## config.mk

```make
export PLATFORM = sky130hd
export DESIGN_NAME = encoder_mxn_serial_flat
export DESIGN_NICKNAME = d
export VERILOG_FILES = /design/src/rtl/encoder_mxn_serial_pkg.sv /design/src/rtl/encoder_mxn_serial_if.sv /design/src/rtl/encoder_mxn_serial_lsb.sv /design/src/rtl/encoder_mxn_serial.sv /design/src/flat_wrapper.sv
export SDC_FILE = /design/constraint.sdc
export NUM_CORES = 1
export LEC_CHECK = 0
export BUFFER_PORTS_ARGS = -buffer_cell sky130_fd_sc_hd__buf_2
export CAP_MARGIN = 15
export CORE_UTILIZATION = 51
export DETAILED_ROUTE_END_ITERATION = 10
export GPL_ROUTABILITY_DRIVEN = 0
export PLACE_DENSITY = 0.82
export RECOVER_POWER = 25
export SLEW_MARGIN = 20
export SYNTH_ARGS = -nofsm -noshare
export SYNTH_HDL_FRONTEND = slang
export SYNTH_HIERARCHICAL = 1
export SYNTH_SLANG_ARGS = --single-unit
```

## constraint.sdc

```tcl
create_clock -name clk -period 3.2 [get_ports clk]
set_input_delay 0.32 -clock clk [delete_from_list [all_inputs] [get_ports clk]]
set_output_delay 0.32 -clock clk [all_outputs]
set_load 0.02 [all_outputs]
```

## src/rtl/encoder_mxn_serial_pkg.sv

```systemverilog
// Shared types for the serial multi-hot to binary-index encoder.
// Holds the two-state FSM encoding used by the top level.
// No logic; imported by the interface-facing modules.
package encoder_mxn_serial_pkg;

    // IDLE accepts a vector, DRAIN emits one index per transfer.
    typedef enum logic {
        ST_IDLE  = 1'b0,
        ST_DRAIN = 1'b1
    } enc_state_t;

endpackage

```

## src/rtl/encoder_mxn_serial_if.sv

```systemverilog
// Request/index handshake bundle for encoder_mxn_serial.
// Request side: in/in_valid/in_ready. Index side: out/out_valid/out_ready/out_last,
// plus count (popcount of last accepted vector) and zero_err (all-zero accept pulse).
interface encoder_mxn_serial_if #(
    parameter int N = 4,
    parameter int M = 1 << N
);
    logic [M-1:0] in;
    logic         in_valid;
    logic         in_ready;
    logic [N-1:0] out;
    logic         out_valid;
    logic         out_ready;
    logic         out_last;
    logic [N:0]   count;
    logic         zero_err;

    // Driver of requests and consumer of indices.
    modport master (
        output in, in_valid, out_ready,
        input  in_ready, out, out_valid, out_last, count, zero_err
    );

    // The encoder itself.
    modport slave (
        input  in, in_valid, out_ready,
        output in_ready, out, out_valid, out_last, count, zero_err
    );
endinterface

```

## src/rtl/encoder_mxn_serial_lsb.sv

```systemverilog
// Lowest-set-bit priority encoder, purely combinational (zero latency).
// Ports: pending[M-1:0] in; idx[N-1:0], any out. pending==0 gives idx=0, any=0.
// No handshake; the caller decides when the result is consumed.
module lsb_priority_enc #(
    parameter int N = 4,
    parameter int M = 1 << N
) (
    input  logic [M-1:0] pending,
    output logic [N-1:0] idx,
    output logic         any
);
    always_comb begin
        idx = '0;
        any = 1'b0;
        // Scan from the top down so the lowest set bit is the last write.
        for (int i = M - 1; i >= 0; i--) begin
            if (pending[i]) begin
                idx = i[N-1:0];
                any = 1'b1;
            end
        end
    end
endmodule

```

## src/rtl/encoder_mxn_serial.sv

```systemverilog
// Serial encoder: accepts an M-bit multi-hot vector, emits each set bit's index, lowest first.
// Ports: clk, rst_n (sync, active low), bus (slave modport of encoder_mxn_serial_if).
// Latency: accept at edge k -> first index valid in cycle k+1; in_ready low while draining,
// indices hold stable while out_ready is low; one bubble cycle between vectors.
module encoder_mxn_serial
    import encoder_mxn_serial_pkg::*;
#(
    parameter int N = 4,
    parameter int M = 1 << N
) (
    input  logic                      clk,
    input  logic                      rst_n,
    encoder_mxn_serial_if.slave       bus
);
    enc_state_t   state;
    logic [M-1:0] pending;
    logic [N:0]   count_q;
    logic         zero_err_q;

    logic [N-1:0] low_idx;
    logic         low_any;
    logic [N:0]   pop;
    logic         single;

    lsb_priority_enc #(.N(N), .M(M)) u_lsb (
        .pending (pending),
        .idx     (low_idx),
        .any     (low_any)
    );

    // Popcount of the incoming vector; only registered on accept.
    always_comb begin
        pop = '0;
        for (int i = 0; i < M; i++) begin
            pop = pop + {{N{1'b0}}, bus.in[i]};
        end
    end

    // Exactly one bit left: clearing the lowest bit leaves nothing.
    assign single = low_any && ((pending & (pending - 1'b1)) == '0);

    always_ff @(posedge clk) begin
        if (!rst_n) begin
            state      <= ST_IDLE;
            pending    <= '0;
            count_q    <= '0;
            zero_err_q <= 1'b0;
        end else begin
            zero_err_q <= 1'b0;
            case (state)
                ST_IDLE: begin
                    if (bus.in_valid) begin
                        if (bus.in != '0) begin
                            pending <= bus.in;
                            count_q <= pop;
                            state   <= ST_DRAIN;
                        end else begin
                            count_q    <= '0;
                            zero_err_q <= 1'b1;
                        end
                    end
                end
                ST_DRAIN: begin
                    if (bus.out_ready) begin
                        // Drop the index just transferred.
                        pending <= pending & (pending - 1'b1);
                        if (single) begin
                            state <= ST_IDLE;
                        end
                    end
                end
                default: state <= ST_IDLE;
            endcase
        end
    end

    assign bus.in_ready  = (state == ST_IDLE);
    assign bus.out_valid = (state == ST_DRAIN);
    assign bus.out       = low_idx;
    assign bus.out_last  = single;
    assign bus.count     = count_q;
    assign bus.zero_err  = zero_err_q;
endmodule

```

## src/flat_wrapper.sv

```systemverilog
// flat-port wrapper written by rule: the top's interface ports become plain ports
module encoder_mxn_serial_flat import encoder_mxn_serial_pkg::*;
#(
    parameter int N = 4,
    parameter int M = 1 << N
)
  (clk, rst_n, bus_in, bus_in_valid, bus_out_ready, bus_in_ready, bus_out, bus_out_valid, bus_out_last, bus_count, bus_zero_err);
  encoder_mxn_serial_if #(.N(N), .M(M)) bus_i ();
  input  logic clk;
  input  logic rst_n;
  input wire logic [$bits(bus_i.in)-1:0] bus_in;
  input wire logic [$bits(bus_i.in_valid)-1:0] bus_in_valid;
  input wire logic [$bits(bus_i.out_ready)-1:0] bus_out_ready;
  output wire logic [$bits(bus_i.in_ready)-1:0] bus_in_ready;
  output wire logic [$bits(bus_i.out)-1:0] bus_out;
  output wire logic [$bits(bus_i.out_valid)-1:0] bus_out_valid;
  output wire logic [$bits(bus_i.out_last)-1:0] bus_out_last;
  output wire logic [$bits(bus_i.count)-1:0] bus_count;
  output wire logic [$bits(bus_i.zero_err)-1:0] bus_zero_err;
  assign bus_i.in = bus_in;
  assign bus_i.in_valid = bus_in_valid;
  assign bus_i.out_ready = bus_out_ready;
  assign bus_in_ready = bus_i.in_ready;
  assign bus_out = bus_i.out;
  assign bus_out_valid = bus_i.out_valid;
  assign bus_out_last = bus_i.out_last;
  assign bus_count = bus_i.count;
  assign bus_zero_err = bus_i.zero_err;
  encoder_mxn_serial #(.N(N), .M(M)) u_core (.clk(clk), .rst_n(rst_n), .bus(bus_i));
endmodule
```

* Word-level counts from Yosys, hierarchy flattened
Cells that the tools add are included.
Storage, ports and cells: register bits after elaboration 23, input port bits 20, output and inout bits 13, word-level logic and storage cells 76
Cells by class: add/sub/neg operators 16, equal/unequal tests 3, multiplexer cells 43, bitwise logic cells 4, reduce and logical (&&, ||, !) cells 6
Operators with widths (number):
- $add A5 B1 Y5 | 14
- $mux W4 | 16
- $mux W16 | 3
- $pmux W16 S2 | 1
- $mux W1 | 21
- $and A16 B16 Y16 | 1
- $logic_not A16 Y1 | 1
- $reduce_bool A16 Y1 | 1
- $sub A16 B1 Y16 const B | 1
- $mux W5 | 1
- $ne A2 B2 Y1 const B | 2
- $not A1 Y1 | 3
- $reduce_and A3 Y1 | 1
- $reduce_or A3 Y1 | 1
- $add A1 B1 Y2 | 1
- $ne A2 B1 Y1 const B | 1
- $pmux W1 S2 | 1
- $reduce_and A2 Y1 | 1
- $logic_and A1 B1 Y1 | 1

* Longest topological paths before layout
depth in word-level cells 20, mapped depth 14

* Hierarchy
The synthesis kept the hierarchy.
By module, submodules not included:
- encoder_mxn_serial | times used 1, cells each 199, area each 1741.7 µm²
- lsb_priority_enc | times used 1, cells each 33, area each 178.9 µm²

* Worst setup path before layout
No wires, ideal clock.
path kind input to register, start in bus_in[0], end reg u_core.count_q[4] (netlist: u_core/bus.count[4]), library setup time 0.123 ns, arrival 3.246 ns, setup slack -0.170 ns, stages on the path 11, cells stage by stage inv_1 > fa_1 > fa_1 > fa_1 > fa_1 > inv_1 > ha_1 > fa_1 > a21o_1 > nand4_1 > a21boi_0
Between the ends: longest elaborated chain between the ends 16, elaborated cells on any way between the ends 17, classes of those cells 15 x add/sub; 1 x mux; 1 x reduce/logical
Ends and longest elaborated chain:
- start, declared | line flat_wrapper.sv:11 | input wire logic [$bits(bus_i.in)-1:0] bus_in;
- $add A1 B1 Y2 | line encoder_mxn_serial.sv:35 | pop = pop + {{N{1'b0}}, bus.in[i]};
- $add A5 B1 Y5 (14 in series) | line encoder_mxn_serial.sv:35
- $mux W5 * | line encoder_mxn_serial.sv:53 | if (bus.in != '0) begin
- end signal, assigned | line encoder_mxn_serial.sv:55 | count_q <= pop;
- end, declared | line encoder_mxn_serial.sv:17 | logic [N:0] count_q;
Mark *: on every way between the ends. The rest lies on a longest branch, timed or not. A chain may end at the register's enable or synchronous reset.

* Final worst setup path
start in bus_in[3], end reg u_core.count_q[2] (netlist: u_core/bus.count[2])
Between the ends: longest elaborated chain between the ends 14, elaborated cells on any way between the ends 15, classes of those cells 13 x add/sub; 1 x mux; 1 x reduce/logical
Ends and longest elaborated chain (line):
- $add A5 B1 Y5 (13 in series) | encoder_mxn_serial.sv:35
- $mux W5 * | encoder_mxn_serial.sv:53
Marks and branches as above.

==> results.json <==
{
  "detailed_place_hpwl_um": 3630,
  "p_leak_nw": 0.997,
  "detail-route-antenna-nets": 0,
  "max_freq_mhz": 315,
  "via_per_inst": 5.65,
  "drt_iter0_drc": 109,
  "slew_headroom_pct": 56.9,
  "final_common_cell": "nand2_1",
  "power_w": 0.00123,
  "overflow": 0,
  "wl_um": 4870,
  "fin_tns_setup_ns": 0,
  "syn2layout_area_growth_pct": 22.0,
  "grt_usage_pct": 25.7,
  "required_ns": 3.40,
  "die_area_um2": 4020,
  "grt_max_degree": 24,
  "power_density_nw_per_um2": 526,
  "cp-start-kind": "primary input",
  "synth_cell_types": 49,
  "clkTransAtPathRegs_ns": 0.08,
  "grt_antenna_before_repair": 0,
  "die_h_um": 63.4,
  "cts_root_buf": "clkbuf_8",
  "io_pins": 33,
  "synth_seq_cells": 23,
  "yosysSeqAreaShare_pct": 24.0,
  "post-cts-setup-buffers": 0,
  "regArea_um2": 460,
  "synth_nets": 268,
  "grt_pass1_wl_um": 8090,
  "synth_area_um2": 1920,
  "synth_top_family_by_area": "compound AO/OA/AOI/OAI gates",
  "cts_tree": "done",
  "synth_compound_area_share_pct": 26.8,
  "post-route-period-util_pct": 99.2,
  "synth_xor_area_share_pct": 0.912,
  "synthMuxAreaShare_pct": 0,
  "period_minus_slack_ns": 3.18,
  "holdWs_ns": 0.346,
  "critical_path_class": "primary input to register",
  "drc": 0,
  "wl_per_cell_um": 15.1,
  "fill_cells": 311,
  "multi_input_area_um2": 1340,
  "cp_data_arrival_time_ns": 3.37,
  "synthTopCellsByArea": "dfxtp_1 24%, fa_1 10%, a21boi_1 5.9%",
  "cts_made_buffers": 3,
  "slew_violations": 0,
  "synth-simple-area-share_pct": 26.3,
  "drt_pass1_iterations": 4,
  "synthFlopType": "dfxtp_1",
  "maxCapViolCount": 0,
  "drive_gt1_share_pct": 26.1,
  "rsz0062_at_grt": "true",
  "most-common-layout-cells": "29 x nand2_1, 23 x dfxtp_1, 20 x inv_1",
  "nets": 313,
  "syn_area_per_cell_um2": 8.28,
  "synth_edf_count": 0,
  "cp-end-kind": "register",
  "rows": 21,
  "worstSkewPairLatency_ns": 0.26,
  "ys_warn_count": 6,
  "clk_path_buf_depth": 2,
  "numPortBuffers": 32,
  "synth.top_cell.area_share_pct": 24.0,
  "min_path_type": "primary input to register",
  "start_util_pct": 55.4,
  "die_x_um": 63.4,
  "hold_buffers": 0,
  "clock_sinks": 23,
  "hold_viol_final": 0,
  "yosysTopAreaCell": "dfxtp_1",
  "synth_async_sr_flop_share_pct": 0,
  "outcome": "completed",
  "htreeDepth": 1,
  "cp_max_fo": 2,
  "clock-skew-final_ns": 0.00397,
  "synthAdderAreaFrac_pct": 14.3,
  "antennaDiodeCount": 0,
  "vdd_drop_max_v": 0.000334,
  "setup_viol": 0,
  "grt_pass1_vias": 1757,
  "core_area_um2": 3470,
  "synthCells": 232,
  "num_vias": 1819,
  "tightest_slew_ns": 0.645
}
## Yosys cell counts, types with 5 or more instances
| cell type | n |
|---|---|
| dfxtp_1 | 23 |
| a21boi_1 | 15 |
| nand3_1 | 6 |
| a21oi_1 | 9 |
| nand2_1 | 29 |
| nor2_1 | 13 |
| inv_1 | 28 |
| o21a_1 | 6 |
| nor3_1 | 5 |
| ha_1 | 6 |
| fa_1 | 10 |
| and2_1 | 5 |
| o21ai_1 | 16 |
| nor4_4 | 5 |
## where the power goes
group	leakage, nW	internal [W]	total, W	switching, W
registers	0.189	0.000322	0.000370	0.0000481
logic	0.785	0.000307	0.000684	0.000377
clock network	0.0228	0.0000888	0.000178	0.0000896
## final timing paths
kind	start	endpoint	slack [ns]	cells after the start
max reg2reg	u_core/pending[0]	u_core/bus.out_valid	1.25	6
max	bus_in[3]	u_core/bus.count[2]	0.02	12
min reg2reg	u_core/bus.count[2]	u_core/bus.count[2]	0.46	2
min	bus_in[8]	u_core/pending[8]	0.35	3
## final cells by class
class	count	share of cell area (%)
repair buffers	47	13.3
multi-input cells	173	57.1
well taps	46	2.46
clock buffers	4	1.92
inverters	29	5.50
flip-flops and latches	23	19.6
## metal layers
layer | vias to the layer above | track usage (%) | wire length [um] | part of all wire [%]
met5 | - | 0 | 0 | 0
met4 | 0 | 5.40 | 23 | 0.47
met3 | 4 | 4.17 | 196 | 4.0
met2 | 44 | 44.7 | 2480 | 51
met1 | 874 | 33.0 | 2170 | 45
li1 | 897 | - | - | -
## repair_timing
| item | CTS | global route |
|---|---|---|
| pin swaps | 10 | 13 |
| gates resized for setup | 13 | 6 |
| setup endpoints to repair | 4 | 4 |
| hold endpoints to repair | 0 | 0 |
## per-stage QoR
| stage | worst slack [ns] | instance area, um^2 | instances | util (%) |
|---|---|---|---|---|
| after floorplan | -0.0461 | 1950 | 232 | - |
| after global placement | -0.263 | 2240 | 318 | 64.7 |
| after detailed placement | -0.312 | 2240 | 318 | 64.7 |
| after CTS | -0.0220 | 2320 | 322 | 67.0 |
| after global routing | -0.0609 | 2340 | 322 | 67.6 |
| final | 0.0247 | 2340 | 322 | 67.6 |
## critical path: stages
cell,delay [ns]
buf_8,0.08
inv_4,0.03
fa_1,0.57
fa_1,0.45
fa_2,0.48
fa_1,0.50
inv_2,0.05
ha_4,0.15
fa_2,0.34
xor2_1,0.14
nand3_1,0.09
a21boi_1,0.16
## sequential cells by signal (all words and copies together), names as in the netlist
name,cells
u_core/pending,16
u_core/bus.zero_err,1
u_core/bus.count,5
u_core/bus.out_valid,1
## kinds of logic (layout without fill, tap and decap cells)
| kind of cell | Yosys count | in the layout |
|---|---|---|
| simple gates | 82 | 82 |
| compound gates | 73 | 73 |
| buf+inv | 36 | 80 |
| flops | 23 | 23 |
| fa+ha+maj | 16 | 16 |
| xor+xnor | 2 | 2 |
No activity file was read; power rests on OpenSTA's default activity.
